--- src/rtl/avalon_pkg.sv ---
// Shared types and width helpers for the Avalon-ST packet utilities.
package avalon_pkg;

   typedef enum logic [1:0] {
      IDLE   = 2'd0,
      IN_PKT = 2'd1,
      DROP   = 2'd2
   } meter_state_e;

   // Bits needed to hold a byte count from 0 up to max_beats*bytes_per_beat.
   function automatic int len_width(input int max_beats, input int bytes_per_beat);
      return $clog2(max_beats * bytes_per_beat + 1);
   endfunction

   function automatic int empty_width(input int bytes_per_beat);
      return (bytes_per_beat > 1) ? $clog2(bytes_per_beat) : 1;
   endfunction

endpackage

--- src/rtl/avalon_st_if.sv ---
// Avalon-ST framed stream bundle: data with sop/eop/empty and valid/rdy handshake.
interface avalon_st_if
   import avalon_pkg::*;
#(
   parameter int DATA_WIDTH_IN_BYTES = 16
);
   localparam int EMPTY_W = empty_width(DATA_WIDTH_IN_BYTES);

   logic                               valid;
   logic                               rdy;
   logic [8*DATA_WIDTH_IN_BYTES-1:0]   data;
   logic                               sop;
   logic                               eop;
   logic [EMPTY_W-1:0]                 empty;

   modport master (output valid, data, sop, eop, empty, input rdy);
   modport slave  (input valid, data, sop, eop, empty, output rdy);

endinterface

--- src/rtl/avalon_pkt_len_meter.sv ---
// Forwards framed packets with one register stage, truncating any packet longer
// than MAX_PKT_BEATS beats and reporting the byte length of each packet sent.
module avalon_pkt_len_meter
   import avalon_pkg::*;
#(
   parameter int DATA_WIDTH_IN_BYTES = 16,
   parameter int MAX_PKT_BEATS       = 64,
   localparam int LEN_W = len_width(MAX_PKT_BEATS, DATA_WIDTH_IN_BYTES)
) (
   input  logic             clk,
   input  logic             rst,
   avalon_st_if.slave       in_msg,
   avalon_st_if.master      out_msg,
   output logic [LEN_W-1:0] pkt_len,
   output logic             pkt_len_valid,
   output logic             pkt_too_long
);

   localparam int DW      = 8 * DATA_WIDTH_IN_BYTES;
   localparam int EMPTY_W = empty_width(DATA_WIDTH_IN_BYTES);
   localparam int BEAT_W  = $clog2(MAX_PKT_BEATS + 1);

   meter_state_e       state_q, state_d;
   logic [BEAT_W-1:0]  beat_cnt_q, beat_cnt_d;
   logic [LEN_W-1:0]   byte_cnt_q, byte_cnt_d;

   logic               out_valid_q;
   logic [DW-1:0]      out_data_q;
   logic               out_sop_q;
   logic               out_eop_q;
   logic [EMPTY_W-1:0] out_empty_q;

   logic [LEN_W-1:0]   pkt_len_q;
   logic               pkt_len_valid_q;
   logic               pkt_too_long_q;

   logic               in_rdy;
   logic               in_fire;
   logic [LEN_W-1:0]   beat_bytes;
   logic [BEAT_W-1:0]  new_beats;
   logic [LEN_W-1:0]   new_bytes;
   logic               at_limit;
   logic               fwd;
   logic               fwd_sop;
   logic               fwd_eop;
   logic [EMPTY_W-1:0] fwd_empty;
   logic               len_done;
   logic               len_trunc;

   always_comb begin
      in_rdy     = (state_q == DROP) || !out_valid_q || out_msg.rdy;
      in_fire    = in_msg.valid && in_rdy;
      beat_bytes = in_msg.eop ? (LEN_W'(DATA_WIDTH_IN_BYTES) - LEN_W'(in_msg.empty))
                              : LEN_W'(DATA_WIDTH_IN_BYTES);
      // A sop taken in IDLE restarts both counts from zero.
      new_beats  = (state_q == IDLE) ? BEAT_W'(1) : beat_cnt_q + BEAT_W'(1);
      new_bytes  = ((state_q == IDLE) ? '0 : byte_cnt_q) + beat_bytes;
      at_limit   = !in_msg.eop && (new_beats == BEAT_W'(MAX_PKT_BEATS));

      state_d    = state_q;
      beat_cnt_d = beat_cnt_q;
      byte_cnt_d = byte_cnt_q;
      fwd        = 1'b0;
      fwd_sop    = 1'b0;
      fwd_eop    = in_msg.eop;
      fwd_empty  = in_msg.empty;
      len_done   = 1'b0;
      len_trunc  = 1'b0;

      if (in_fire) begin
         case (state_q)
            IDLE, IN_PKT: begin
               if ((state_q == IN_PKT) || in_msg.sop) begin
                  fwd        = 1'b1;
                  fwd_sop    = (state_q == IDLE);
                  beat_cnt_d = new_beats;
                  byte_cnt_d = new_bytes;
                  if (in_msg.eop) begin
                     len_done = 1'b1;
                     state_d  = IDLE;
                  end else if (at_limit) begin
                     // Close the packet early; the remainder is swallowed in DROP.
                     fwd_eop   = 1'b1;
                     fwd_empty = '0;
                     len_done  = 1'b1;
                     len_trunc = 1'b1;
                     state_d   = DROP;
                  end else begin
                     state_d = IN_PKT;
                  end
               end
            end
            DROP: begin
               if (in_msg.eop) state_d = IDLE;
            end
            default: state_d = IDLE;
         endcase
      end
   end

   always_ff @(posedge clk) begin
      if (rst) begin
         state_q         <= IDLE;
         beat_cnt_q      <= '0;
         byte_cnt_q      <= '0;
         out_valid_q     <= 1'b0;
         pkt_len_q       <= '0;
         pkt_len_valid_q <= 1'b0;
         pkt_too_long_q  <= 1'b0;
      end else begin
         state_q         <= state_d;
         beat_cnt_q      <= beat_cnt_d;
         byte_cnt_q      <= byte_cnt_d;
         pkt_len_valid_q <= len_done;
         pkt_too_long_q  <= len_trunc;
         if (len_done) pkt_len_q <= new_bytes;
         if (fwd) out_valid_q <= 1'b1;
         else if (out_msg.rdy) out_valid_q <= 1'b0;
      end
   end

   always_ff @(posedge clk) begin
      if (fwd) begin
         out_data_q  <= in_msg.data;
         out_sop_q   <= fwd_sop;
         out_eop_q   <= fwd_eop;
         out_empty_q <= fwd_empty;
      end
   end

   assign in_msg.rdy     = in_rdy;
   assign out_msg.valid  = out_valid_q;
   assign out_msg.data   = out_data_q;
   assign out_msg.sop    = out_sop_q;
   assign out_msg.eop    = out_eop_q;
   assign out_msg.empty  = out_empty_q;
   assign pkt_len        = pkt_len_q;
   assign pkt_len_valid  = pkt_len_valid_q;
   assign pkt_too_long   = pkt_too_long_q;

endmodule

--- src/flat_wrapper.sv ---
// flat-port wrapper written by rule: the top's interface ports become plain ports
module avalon_pkt_len_meter_flat import avalon_pkg::*;
#(
   parameter int DATA_WIDTH_IN_BYTES = 16,
   parameter int MAX_PKT_BEATS       = 64,
   localparam int LEN_W = len_width(MAX_PKT_BEATS, DATA_WIDTH_IN_BYTES)
)
  (clk, rst, pkt_len, pkt_len_valid, pkt_too_long, in_msg_valid, in_msg_data, in_msg_sop, in_msg_eop, in_msg_empty, in_msg_rdy, out_msg_valid, out_msg_data, out_msg_sop, out_msg_eop, out_msg_empty, out_msg_rdy);
  avalon_st_if #(.DATA_WIDTH_IN_BYTES(DATA_WIDTH_IN_BYTES)) in_msg_i ();
  avalon_st_if #(.DATA_WIDTH_IN_BYTES(DATA_WIDTH_IN_BYTES)) out_msg_i ();
  input  logic clk;
  input  logic rst;
  output logic [LEN_W-1:0] pkt_len;
  output logic pkt_len_valid;
  output logic pkt_too_long;
  input wire logic [$bits(in_msg_i.valid)-1:0] in_msg_valid;
  input wire logic [$bits(in_msg_i.data)-1:0] in_msg_data;
  input wire logic [$bits(in_msg_i.sop)-1:0] in_msg_sop;
  input wire logic [$bits(in_msg_i.eop)-1:0] in_msg_eop;
  input wire logic [$bits(in_msg_i.empty)-1:0] in_msg_empty;
  output wire logic [$bits(in_msg_i.rdy)-1:0] in_msg_rdy;
  output wire logic [$bits(out_msg_i.valid)-1:0] out_msg_valid;
  output wire logic [$bits(out_msg_i.data)-1:0] out_msg_data;
  output wire logic [$bits(out_msg_i.sop)-1:0] out_msg_sop;
  output wire logic [$bits(out_msg_i.eop)-1:0] out_msg_eop;
  output wire logic [$bits(out_msg_i.empty)-1:0] out_msg_empty;
  input wire logic [$bits(out_msg_i.rdy)-1:0] out_msg_rdy;
  assign in_msg_i.valid = in_msg_valid;
  assign in_msg_i.data = in_msg_data;
  assign in_msg_i.sop = in_msg_sop;
  assign in_msg_i.eop = in_msg_eop;
  assign in_msg_i.empty = in_msg_empty;
  assign in_msg_rdy = in_msg_i.rdy;
  assign out_msg_valid = out_msg_i.valid;
  assign out_msg_data = out_msg_i.data;
  assign out_msg_sop = out_msg_i.sop;
  assign out_msg_eop = out_msg_i.eop;
  assign out_msg_empty = out_msg_i.empty;
  assign out_msg_i.rdy = out_msg_rdy;
  avalon_pkt_len_meter #(.DATA_WIDTH_IN_BYTES(DATA_WIDTH_IN_BYTES), .MAX_PKT_BEATS(MAX_PKT_BEATS)) u_core (.clk(clk), .rst(rst), .in_msg(in_msg_i), .out_msg(out_msg_i), .pkt_len(pkt_len), .pkt_len_valid(pkt_len_valid), .pkt_too_long(pkt_too_long));
endmodule
--- config.mk ---
export PLATFORM = sky130hd
export DESIGN_NAME = avalon_pkt_len_meter_flat
export DESIGN_NICKNAME = d
export VERILOG_FILES = /design/src/rtl/avalon_pkg.sv /design/src/rtl/avalon_st_if.sv /design/src/rtl/avalon_pkt_len_meter.sv /design/src/flat_wrapper.sv
export SDC_FILE = /design/constraint.sdc
export NUM_CORES = 1
export LEC_CHECK = 0
export CAP_MARGIN = 10
export CORE_MARGIN = 3
export CORE_UTILIZATION = 37
export DETAILED_ROUTE_END_ITERATION = 6
export PLACE_DENSITY_LB_ADDON = 0.15
export SETUP_SLACK_MARGIN = 0.02
export SLEW_MARGIN = 20
export SYNTH_ARGS = -nofsm -noshare
export SYNTH_HDL_FRONTEND = slang
export SYNTH_SLANG_ARGS = --single-unit
--- constraint.sdc ---
create_clock -name clk -period 6.2 [get_ports clk]
set_input_delay 1.24 -clock clk [delete_from_list [all_inputs] [get_ports clk]]
set_output_delay 1.24 -clock clk [all_outputs]
set_load 0.01 [all_outputs]
Word-level counts from Yosys, hierarchy flattened:

Cells that the tools add are included.

* input port bits: 138
* output and inout bits: 149
* register bits after elaboration: 168
* word-level logic and storage cells: 61

* reductions and logical operators: 13
* $add $sub $neg: 3
* mux-type cells: 26
* bitwise gates (word level): 3
* eq/ne operators: 5

Operators with widths (number)
* $mux W11: 2
* $mux W4: 5
* $mux W1: 13
* $add A11 B11 Y11: 1
* $mux W2: 4
* $add A7 B1 Y7 const B: 1
* $eq A7 B7 Y1 const B: 1
* $mux W7: 1
* $reduce_and A3 Y1: 2
* $sub A5 B4 Y6 const A: 1
* $reduce_or A5 Y1: 1
* $pmux W2 S2: 1
* $logic_or A1 B1 Y1: 3
* $not A1 Y1: 3
* $eq A2 B1 Y1 const B: 1
* $eq A2 B2 Y1 const B: 1
* $logic_and A1 B1 Y1: 2
* $logic_not A1 Y1: 2
* $logic_not A2 Y1: 1
* $ne A2 B1 Y1 const B: 1
* $ne A2 B2 Y1 const B: 1
* $reduce_bool A2 Y1: 1
* $reduce_or A2 Y1: 1

Logic depth before layout (Yosys ltp):

* depth after elaboration: 9
* mapped depth: 14
* depth with buffers taken out: 11

Worst setup path before layout:

No wires, ideal clock.

* path type: input -> register
* start: in out_msg_rdy
* end: reg u_core.byte_cnt_q[1]
* arrival: 5.866 ns
* required time: 5.869 ns
* path buffers: 1
* path slack: 0.003 ns
* setup time: 0.331 ns
* stages: 5
* cells stage by stage: nand2b_1 o2111ai_1 inv_1 clkbuf_1 a211oi_1

* cells in the longest elaborated chain, start to end: 3

RTL lines
* from (decl): RTL line flat_wrapper.sv:27 `input wire logic [$bits(out_msg_i.rdy)-1:0] out_msg_rdy;`
* $logic_or A1 B1 Y1: RTL line avalon_pkt_len_meter.sv:51 `in_rdy = (state_q == DROP) || !out_valid_q || out_msg.rdy;`
* $logic_and A1 B1 Y1: RTL line avalon_pkt_len_meter.sv:52 `in_fire = in_msg.valid && in_rdy;`
* $reduce_and A3 Y1 (no source line)
* to (signal assigned): RTL line avalon_pkt_len_meter.sv:113 `byte_cnt_q <= byte_cnt_d;`
* to (decl): RTL line avalon_pkt_len_meter.sv:25 `logic [LEN_W-1:0] byte_cnt_q, byte_cnt_d;`

No other way between the ends.
A chain may end at the register's enable or synchronous reset.

Worst setup path after layout:

* start: in out_msg_rdy
* end: out in_msg_rdy

* cells in the longest elaborated chain, start to end: 1

RTL lines
* $logic_or A1 B1 Y1: RTL line avalon_pkt_len_meter.sv:51
* to (decl): RTL line flat_wrapper.sv:21 `output wire logic [$bits(in_msg_i.rdy)-1:0] in_msg_rdy;`

No other way between the ends.

==> metrics.yaml <==
logic_synthesis:
  yosysWarnings: 0
  syn_inst: 377
  yosysSeqAreaShare_pct: 78.71
  synthTopCellsByArea: "edfxtp_1 (67%), dfxtp_1 (11%), nor2_1 (2.0%)"
  synth_area_leader_cell: "edfxtp_1"
  yosysTopAreaCellShare_pct: 67.32
  syn-cell-area_mm2: 0.005977
  syn_nets: 523
  synth.avg_cell_area_um2: 15.85
  synth_edf_count: 134
  ys_types: 47
  async_reset_ff_share_pct: 0
  ys_seq_elements: 168
  synth_ff_type: "edfxtp_1"
critical_path:
  crit_path_start: "out_msg_rdy"
  r2r-start: "u_core.state_q[0]"
  worstSetupPathType: "in2out"
  start_kind: "input pin"
  critical_path_required_ns: 4.96
  end_kind: "primary output"
  worstPathArrival_ns: 2.44
  crit_path_max_fanout: 2
floorplan:
  num_rows: 45
  fp.coreArea_mm2: 0.01548
  die_area_mm2: 0.01772
  start_util_pct: 38.60
  die_w_um: 133.1
  die_h_um: 133.1
  io_pins: 287
finish:
  fill_cells: 1147
  num_antenna_cells: 0
  finalNetCount: 819
  area_growth_syn_to_layout_pct: 61.31
  final_util_pct: 62.27
  drive_above_1_share_pct: 5.985
  finalInstanceArea_mm2: 0.009642
placement:
  io_buffers: 286
  dpl.hpwl_um: 13240
  gp_congestion: 0.8092
  place_area_mm2: 0.009080
drt:
  ant_nets: 0
  wire_per_inst_um: 19.57
  wl_um: 17540
  drcViolationCount: 0
  viasPerCell: 4.720
  drt_iter0_drc: 229
  vias: 4229
  drtPass1Iterations: 4
timing:
  fmax_mhz: 272.0
  setup_violations: 0
  finalCriticalPeriod_ns: 3.676
  skew_ns: 0.005094
  rsz0062_at_grt: "no"
  drv_slew: 0
  finalCritPeriodShare_pct: 59.30
  setup-tns-final_ns: 0
  hold_violations: 0
  relSlewSlack_pct: 27.08
  worstMarginPinSlew_ns: 1.094
clocking:
  numCtsBuffers: 17
  cts_tree: "yes"
  h-tree-depth: 4
  clkTransAtPathRegs_ns: 0.06
  cts.sinks: 168
  cts_hold_buffers: 0
  insertion_delay_ns: 0.41
  ctsResizeCount: 0
  clock-root-buffer: "clkbuf_16"
  cts_max_path_buffers: 2
  postCtsSetupRepairBufs: 0
grt:
  grtUsageMet2_pct: 34.17
  grt_pass1_vias: 3956
  grt-busiest-layer: "met2"
  grt_usage_pct: 19.32
  overflow: 0
  antenna_found_initial: 3
  met1_usage_pct: 21.30
  grt_max_degree: 121
  grt_pass1_wl_um: 25620
  use_met3_pct: 7.024
outcome:
  status: "complete, no violations"
worst_hold_path:
  hp-start: "u_core.byte_cnt_q[0]"
  hp-class: "reg2reg"
run:
  maxCapViolCount: 0
power_and_ir_drop:
  p_leak_uw: 0.003434
  cellPowerDensity_mw_per_mm2: 266.1
  vdd_drop_max_v: 0.0002079
sequential cells by signal, summed over array words and instances (netlist names):
name and count:
u_core.pkt_too_long 1, u_core.beat_cnt_q 7, u_core.out_msg.valid 1, u_core.out_msg.sop 1
u_core.out_msg.eop 1, u_core.state_q 2, u_core.pkt_len_valid 1, u_core.byte_cnt_q 11
u_core.pkt_len 11, u_core.out_msg.data 128, u_core.out_msg.empty 4
logic make-up after synthesis:
| family | share of synthesized area, % |
|---|---|
| AO/OA/AOI/OAI | 6.636 |
| buffers and inverters | 1.298 |
| XOR/XNOR | 1.612 |
| AND/OR/NAND/NOR | 8.269 |
| multiplexers | 1.675 |
| adder cells (fa/ha/maj) | 1.800 |
| flip-flops | 78.71 |
cells in the final DEF (no fill, tap or decap), drive strengths merged, types with 2 or more instances in the layout:
cell type,instances
nor3b,2
nand3,3
nor3,4
edfxtp,134
a21oi,23
dfxtp,34
clkbuf,20
xor2,7
clkinvlp,3
or2,3
bufinv,2
nand3b,2
o2111ai,2
and2,11
or3,4
nor2,33
a211oi,3
xnor2,4
inv,9
o21bai,3
clkdlybuf4s50,286
nor2b,2
o21ai,12
buf,3
o211ai,3
nand2,31
mux2i,10
nand2b,3
a21o,5
clkinv,4
a31oi,2
a22oi,2
ha,7
worst max-delay path: stages:
cell and delay [ns]:
clkdlybuf4s50_1 0.42, nor2b_1 0.17, o21ai_0 0.10, clkdlybuf4s50_1 0.50
routing by layer:
layer  vias to the layer above  share of wire, %
li1                       1979                 -
met2                       153                53
met1                      2065                37
met3                        26               8.1
met4                         6               2.0
met5                         -              0.23
Yosys cell counts (all sizes together), types with 4 or more instances:
cell type / n
a21o: 5
a21oi: 23
and2: 11
buf: 5
clkbuf: 7
dfxtp: 34
edfxtp: 134
ha: 7
inv: 7
mux2i: 10
nand2: 31
nor2: 33
nor3: 4
o21ai: 12
or3: 4
xnor2: 4
xor2: 7
metrics by stage:
stage	power, uW	setup WS, ns	hold WS, ns	instances
floorplan	1393	2.171	0.4317	377
global placement	1578	2.197	0.4389	865
detailed placement	1585	2.178	0.4451	865
CTS	2592	2.523	0.4521	896
global route	2648	2.371	0.4935	896
finish	2566	2.524	0.4493	896
path summary, 6_finish.rpt:
| kind | slack, ns | end | cells past startpoint |
|---|---|---|---|
| setup / recovery | 2.52 | in_msg_rdy | 4 |
| hold / removal | 0.45 | u_core.byte_cnt_q[0] | 2 |
| setup reg to reg | 3.14 | u_core.pkt_len[6] | 11 |
| hold reg to reg | 0.45 | u_core.byte_cnt_q[0] | 2 |
layout make-up:
type	instances	area [um2]	share of cell area (%)
sequential	168	4705	48.79
timing repair buffer	289	2885	29.92
multi-input combinational	190	1195	12.39
clock buffer	20	436.7	4.529
tap	211	264.0	2.738
clock inverter	11	125.1	1.298
inverter	7	31.28	0.3244
where the power goes:
part	total (uW)	switching (uW)	leakage, uW	internal (uW)
Sequential	1290	14.5	0.00153	1280
Combinational	267	107	0.00164	160
Clock	1010	417	0.000262	592
Total	2570	538	0.00343	2030
Power figures use the tool's default switching activity.
